--- config.mk ---
export PLATFORM = sky130hd
export DESIGN_NAME = pipe_stage_skid
export DESIGN_NICKNAME = d
export VERILOG_FILES = /design/src/rtl/pipe_stage_skid.sv
export SDC_FILE = /design/constraint.sdc
export NUM_CORES = 1
export LEC_CHECK = 0
export CORE_UTILIZATION = 35
export DETAILED_ROUTE_END_ITERATION = 8
export GPL_ROUTABILITY_DRIVEN = 0
export GPL_TIMING_DRIVEN = 0
export PLACE_DENSITY = 0.68
export SYNTH_ARGS = -nofsm -noshare
export SYNTH_HDL_FRONTEND = slang
export SYNTH_SLANG_ARGS = --single-unit
--- constraint.sdc ---
create_clock -name clk -period 2.15 [get_ports clk]
set_input_delay 0.43 -clock clk [delete_from_list [all_inputs] [get_ports clk]]
set_output_delay 0.43 -clock clk [all_outputs]
set_load 0.005 [all_outputs]
--- src/rtl/pipe_stage_skid.sv ---
// Valid/ready pipeline stage register with a 2-entry skid buffer.
// Optional stall counter: define PIPE_STATS_EN to enable stall_cnt.
module pipe_stage_skid #(
   parameter int DATA_W = 32,
   parameter int CTRL_W = 3,
   parameter int STAT_W = 16
) (
   input  logic              clk,
   input  logic              rst,
   input  logic              flush,
   input  logic              in_valid,
   output logic              in_ready,
   input  logic [DATA_W-1:0] in_data,
   input  logic [CTRL_W-1:0] in_ctrl,
   output logic              out_valid,
   input  logic              out_ready,
   output logic [DATA_W-1:0] out_data,
   output logic [CTRL_W-1:0] out_ctrl,
   output logic [1:0]        occupancy,
   output logic [STAT_W-1:0] stall_cnt
);

   typedef enum logic [1:0] {
      EMPTY = 2'd0,
      ONE   = 2'd1,
      FULL  = 2'd2
   } state_t;

   state_t            state;
   logic [DATA_W-1:0] main_data;
   logic [CTRL_W-1:0] main_ctrl;
   logic [DATA_W-1:0] skid_data;
   logic [CTRL_W-1:0] skid_ctrl;
   logic              xin;

   assign xin = in_valid && in_ready;

   // Occupancy FSM; ready/valid/occupancy are registered per transition
   always_ff @(posedge clk) begin
      if (rst) begin
         state     <= EMPTY;
         in_ready  <= 1'b1;
         out_valid <= 1'b0;
         occupancy <= 2'd0;
         main_data <= '0;
         main_ctrl <= '0;
         skid_data <= '0;
         skid_ctrl <= '0;
      end else if (flush) begin
         state     <= EMPTY;
         in_ready  <= 1'b1;
         out_valid <= 1'b0;
         occupancy <= 2'd0;
      end else begin
         unique case (state)
            EMPTY: begin
               if (xin) begin
                  main_data <= in_data;
                  main_ctrl <= in_ctrl;
                  state     <= ONE;
                  out_valid <= 1'b1;
                  occupancy <= 2'd1;
               end
            end
            ONE: begin
               if (xin && out_ready) begin
                  main_data <= in_data;
                  main_ctrl <= in_ctrl;
               end else if (xin) begin
                  skid_data <= in_data;
                  skid_ctrl <= in_ctrl;
                  state     <= FULL;
                  in_ready  <= 1'b0;
                  occupancy <= 2'd2;
               end else if (out_ready) begin
                  state     <= EMPTY;
                  out_valid <= 1'b0;
                  occupancy <= 2'd0;
               end
            end
            FULL: begin
               if (out_ready) begin
                  main_data <= skid_data;
                  main_ctrl <= skid_ctrl;
                  state     <= ONE;
                  in_ready  <= 1'b1;
                  occupancy <= 2'd1;
               end
            end
            default: begin
               state     <= EMPTY;
               in_ready  <= 1'b1;
               out_valid <= 1'b0;
               occupancy <= 2'd0;
            end
         endcase
      end
   end

   // Bubbles never carry control bits downstream
   assign out_data = main_data;
   assign out_ctrl = out_valid ? main_ctrl : '0;

`ifdef PIPE_STATS_EN
   logic [STAT_W-1:0] stall_q;

   // Saturating back-pressure counter; only reset clears it
   always_ff @(posedge clk) begin
      if (rst) begin
         stall_q <= '0;
      end else if (out_valid && !out_ready && (stall_q != '1)) begin
         stall_q <= stall_q + 1'b1;
      end
   end

   assign stall_cnt = stall_q;
`else
   assign stall_cnt = '0;
`endif

endmodule

Yosys cells after proc, flatten, opt, wreduce, memory -nomap -nowiden
Index checks and enable logic that the tools add are counted.

storage, ports and cells
  output and inout bits = 55
  input port bits = 40
  bits in registers = 74
  word-level logic and storage cells = 55

cells by class
  multiplexer cells = 24
  bitwise logic cells = 4
  reductions and logical operators = 10
  eq/ne operators = 10

operators by type and width
  operator                                                                number
  32-bit two-way mux                                                      3
  32-bit case mux with 3 select lines                                     1
  2-bit != test (second input constant)                                   7
  3-bit two-way mux                                                       4
  4-bit AND reduction                                                     3
  2-bit two-way mux                                                       5
  5-bit AND reduction                                                     2
  3-bit case mux with 3 select lines                                      1
  1-bit two-way mux                                                       7
  1-bit case mux with 3 select lines                                      2
  2-bit case mux with 3 select lines                                      1
  1-bit NOT                                                               4
  3-bit != test (second input constant)                                   1
  3-bit nonzero test                                                      1
  2-bit by 1-bit equality test with 1-bit output (second input constant)  1
  2-bit equality test (second input constant)                             1
  1-bit logical AND                                                       2
  2-bit logical NOT                                                       1
  2-bit OR reduction                                                      1

Depth between registers and ports, before layout
  word-level depth = 4
  mapped depth = 6
  depth with buffers taken out = 4

Worst setup path before layout
OpenSTA, ideal clock, no wires.

  path type = reg2reg
  start = register state[1]
  end = register main_ctrl[2]
  period minus slack after synthesis = 1.358 ns
  setup time = 0.137 ns
  path buffers = 1
  cell stages (with the launch flop) = 5
  data arrival time = 1.221 ns
  required time = 2.013 ns
  path slack = 0.792 ns
  path through = dfxtp_1 -> nand3b_1 -> a31oi_2 -> clkbuf_1 -> a211oi_1

between the ends
  longest elaborated chain between the ends = 3
  elaborated cells on any way between the ends = 9
  those cells by class = eq/ne: 5; mux: 1; reduce/logical: 3

ends and longest elaborated chain
  element                                                                 RTL line  source
  from (decl)                                                             29        state_t state;
  from (signal assigned)                                                  41        state <= EMPTY;
  from (signal assigned)                                                  50        state <= EMPTY;
  from (signal assigned)                                                  60        state <= ONE;
  2-bit by 1-bit equality test with 1-bit output (tied with other cells)  55        unique case (state)
  2-bit != test (no line) / 3-bit nonzero test (equally long branches)    -
  5-bit AND reduction (no line)                                           -
  to (signal assigned)                                                    59        main_ctrl <= in_ctrl;
  to (signal assigned)                                                    68        main_ctrl <= in_ctrl;
  to (signal assigned)                                                    84        main_ctrl <= skid_ctrl;
  to (decl)                                                               31        logic [CTRL_W-1:0] main_ctrl;

Several ways; a longest one is shown, not always the timed one.
A chain may end at the register's enable or synchronous reset.

Worst setup path in the final report
  start = input out_ready
  end = register main_data[1] (netlist: out_data[1])

between the ends
  longest elaborated chain between the ends = 3
  elaborated cells on any way between the ends = 4
  those cells by class = eq/ne: 2; reduce/logical: 2

ends and longest elaborated chain
  element                          RTL line  source
  from (decl)                      16        input logic out_ready,
  1-bit logical AND                66        if (xin && out_ready) begin
  2-bit != test (no line)          -
  5-bit AND reduction (no line) *  -
  to (signal assigned)             58        main_data <= in_data;
  to (signal assigned)             67        main_data <= in_data;
  to (signal assigned)             83        main_data <= skid_data;
  to (decl)                        30        logic [DATA_W-1:0] main_data;

Every way passes the cells marked *; elsewhere a longest branch is shown, timed or not.

==> results.yml <==
run_status:
  status: "completed"
final_layout:
  post-route-util_pct: 50.7
  syn2layout_area_growth_pct: 37.1
  nFillCells: 830
  drive_gt1_share_pct: 10.2
  fin_nets: 498
  diodes: 0
cts:
  cts_buffer_depth: 2
  cts_sinks: 74
  cts-hold-fix-buffers: 0
  clkTransAtPathRegs_ns: 0.07
  root_buffer: "clkbuf_8"
  postCtsSetupBuffers: 0
  numCtsBuffers: 9
  tritoncts: "built"
  insertion_delay_ns: 0.33
  htree_num_levels: 3
  cts-resized-gates: 0
floorplan:
  start_util_pct: 37.0
  die_x_microns: 96.1
  die_area_sq_um: 9230
  core_sq_um: 8380
  pin_count: 95
  rows: 33
  fp.dieH_microns: 96.1
synth:
  synthCells: 355
  yosysSeqAreaShare_pct: 47.8
  yosysWarningCount: 0
  yosys-mux-area-fraction_pct: 11.6
  ys_types: 24
  synth_seq_cells: 74
  synth_compound_area_share_pct: 15.9
  synth_area_per_cell_sq_um: 8.73
  synth_top_family_by_area: "simple AND/OR/NAND/NOR gates"
  synth_fa_ha_area_share_pct: 0
  synth_area_sq_um: 3100
  synth_xor_area_share_pct: 0
  yosys.area_share.simple_pct: 16.7
sta:
  worst_slew_pin_slew_ns: 0.558
  finClkSkew_ns: 0.0106
  tns_ns: 0
  setup_viol: 0
  period_needed_ns: 2.02
  hold_viol_final: 0
  fmax_mhz: 496
  maxSlewHeadroom_pct: 62.8
  post-route-period-util_pct: 93.9
  drv_slew: 0
setup_path:
  cp.arrival_ns: 2.20
  r2r_setup_slack_ns: 0.36
  endpoint_kind: "flop"
  critPathMaxFanout: 10
  required_ns: 2.33
  startpoint_type: "input port"
  worstRegToRegCells: 4
  crit_type: "input port to flop"
detailed_routing:
  postRouteAntennaNets: 0
  wire_per_inst_microns: 13.4
  drc_errors: 0
  num_vias: 2683
  first_iter_violations: 78
  drt_wl_total_mm: 7.59
  dr.pass1.iters: 4
  drt-vias-per-instance: 4.72
global_routing:
  grt_pass1_wl_mm: 12.1
  antenna_found_initial: 0
  overflow: 0
  grt.total_usage_pct: 17.2
  grt_pass1_vias: 2586
  grt_max_degree: 13
min_path:
  hp-class: "flop to flop"
  hold_depth: 2
placement:
  dpl.hpwl_mm: 5.32
  io_buffers: 77
power_and_ir_drop:
  vdd_drop_max_mv: 0.329
  power_density_nw_per_um2: 675
  power_uw: 2870
  p_leak_uw: 0.00179
job:
  drv_cap: 0
==> cell usage in the layout, fill, tap and decap left out <==
cell type	instances
dfxtp_1	74
nand4bb_1	1
nor3_1	2
mux2i_1	36
and2_1	3
and3b_1	2
o211a_1	1
a31oi_4	1
clkbuf_8	11
a21oi_1	37
nand2b_1	2
clkinv_2	2
buf_4	18
a211oi_1	35
nor2b_1	1
a2111oi_0	1
conb_1	16
buf_2	12
clkinv_4	1
o21ai_0	1
nand4b_1	1
clkbuf_4	1
clkinvlp_4	1
clkbuf_1	12
nand3b_1	2
clkdlybuf4s50_1	77
o21a_1	1
nor2_1	38
nand2_1	73
==> cell type report <==
class                      count  area, sq um  share of cell area [%]
clock buffer                  12          155                    3.65
tap                          105          131                    3.09
timing repair buffer          77          771                    18.1
clock inverter                 4         26.3                   0.619
buffer                        42          244                    5.75
multi-input combinational    254         1440                    33.9
sequential                    74         1480                    34.9
==> synth_stat cells <==
cell type	count	share of area [%]
a31oi_2	1	0.40
nor2b_1	1	0.20
a211oi_1	35	8.5
mux2i_1	36	12
o21a_1	1	0.24
a2111oi_0	1	0.28
nand4b_1	1	0.28
nand4bb_1	1	0.36
nand3b_1	2	0.48
dfxtp_1	74	48
nor2_1	38	4.6
buf_4	18	4.4
and2_1	3	0.61
o211a_1	1	0.32
clkbuf_4	1	0.24
buf_2	12	1.9
nand2b_1	2	0.40
conb_1	1	0.12
clkbuf_1	11	1.3
and3b_1	2	0.57
nor3_1	2	0.32
nand2_1	73	8.8
o21ai_0	1	0.16
a21oi_1	37	6.0
==> worst paths after layout <==
check,startpoint,endpoint
hold reg to reg,skid_data[28],skid_data[28]
setup reg to reg,state[1],out_data[1]
hold / removal,skid_data[28],skid_data[28]
setup / recovery,out_ready,out_data[1]
==> sequential cells by signal, summed over array words and instances, names as in the netlist <==
| name | count |
|---|---|
| state | 2 |
| skid_ctrl | 3 |
| skid_data | 32 |
| main_ctrl | 3 |
| out_valid | 1 |
| in_ready | 1 |
| out_data | 32 |
==> power by group <==
group	internal [uW]	switching [uW]
sequential	1430	36.8
clock	481	494
combinational	241	182
total	2160	713
==> metrics by stage <==
step | instance area, sq um | setup slack [ns] | cells | hold WS [ns]
after floorplan | 3150 | 0.792 | 370 | 0.436
after global placement | 4060 | -0.231 | 552 | 0.441
after detailed placement | 4060 | -0.261 | 552 | 0.446
after CTS | 4240 | 0.109 | 568 | 0.456
after global routing | 4250 | -0.0156 | 568 | 0.468
final | 4250 | 0.132 | 568 | 0.454
==> kinds of logic (layout without fill, tap and decap cells) <==
logic type             after synthesis  after routing
and+or+nand+nor                    125            125
AOI/OAI and AO/OA                   77             77
buffers and inverters               42            135
muxes                               36             36
DFF                                 74             74
other                                1             16
==> critical path, stage by stage <==
cell             delay (ns)
clkdlybuf4s50_1        0.61
nand4b_1               0.23
a31oi_4                0.34
clkbuf_1               0.44
a211oi_1               0.15
==> per-layer routing <==
layer | global-route usage (%) | vias up | part of all wire [%] | wire (microns)
met5 | 0 | - | 0 | 0
met4 | 5.72 | 0 | 0.61 | 46
met3 | 4.19 | 6 | 4.8 | 365
met2 | 29.8 | 62 | 48 | 3680
met1 | 20.6 | 1228 | 46 | 3500
li1 | - | 1387 | - | -
(Power assumes the default switching activity.)
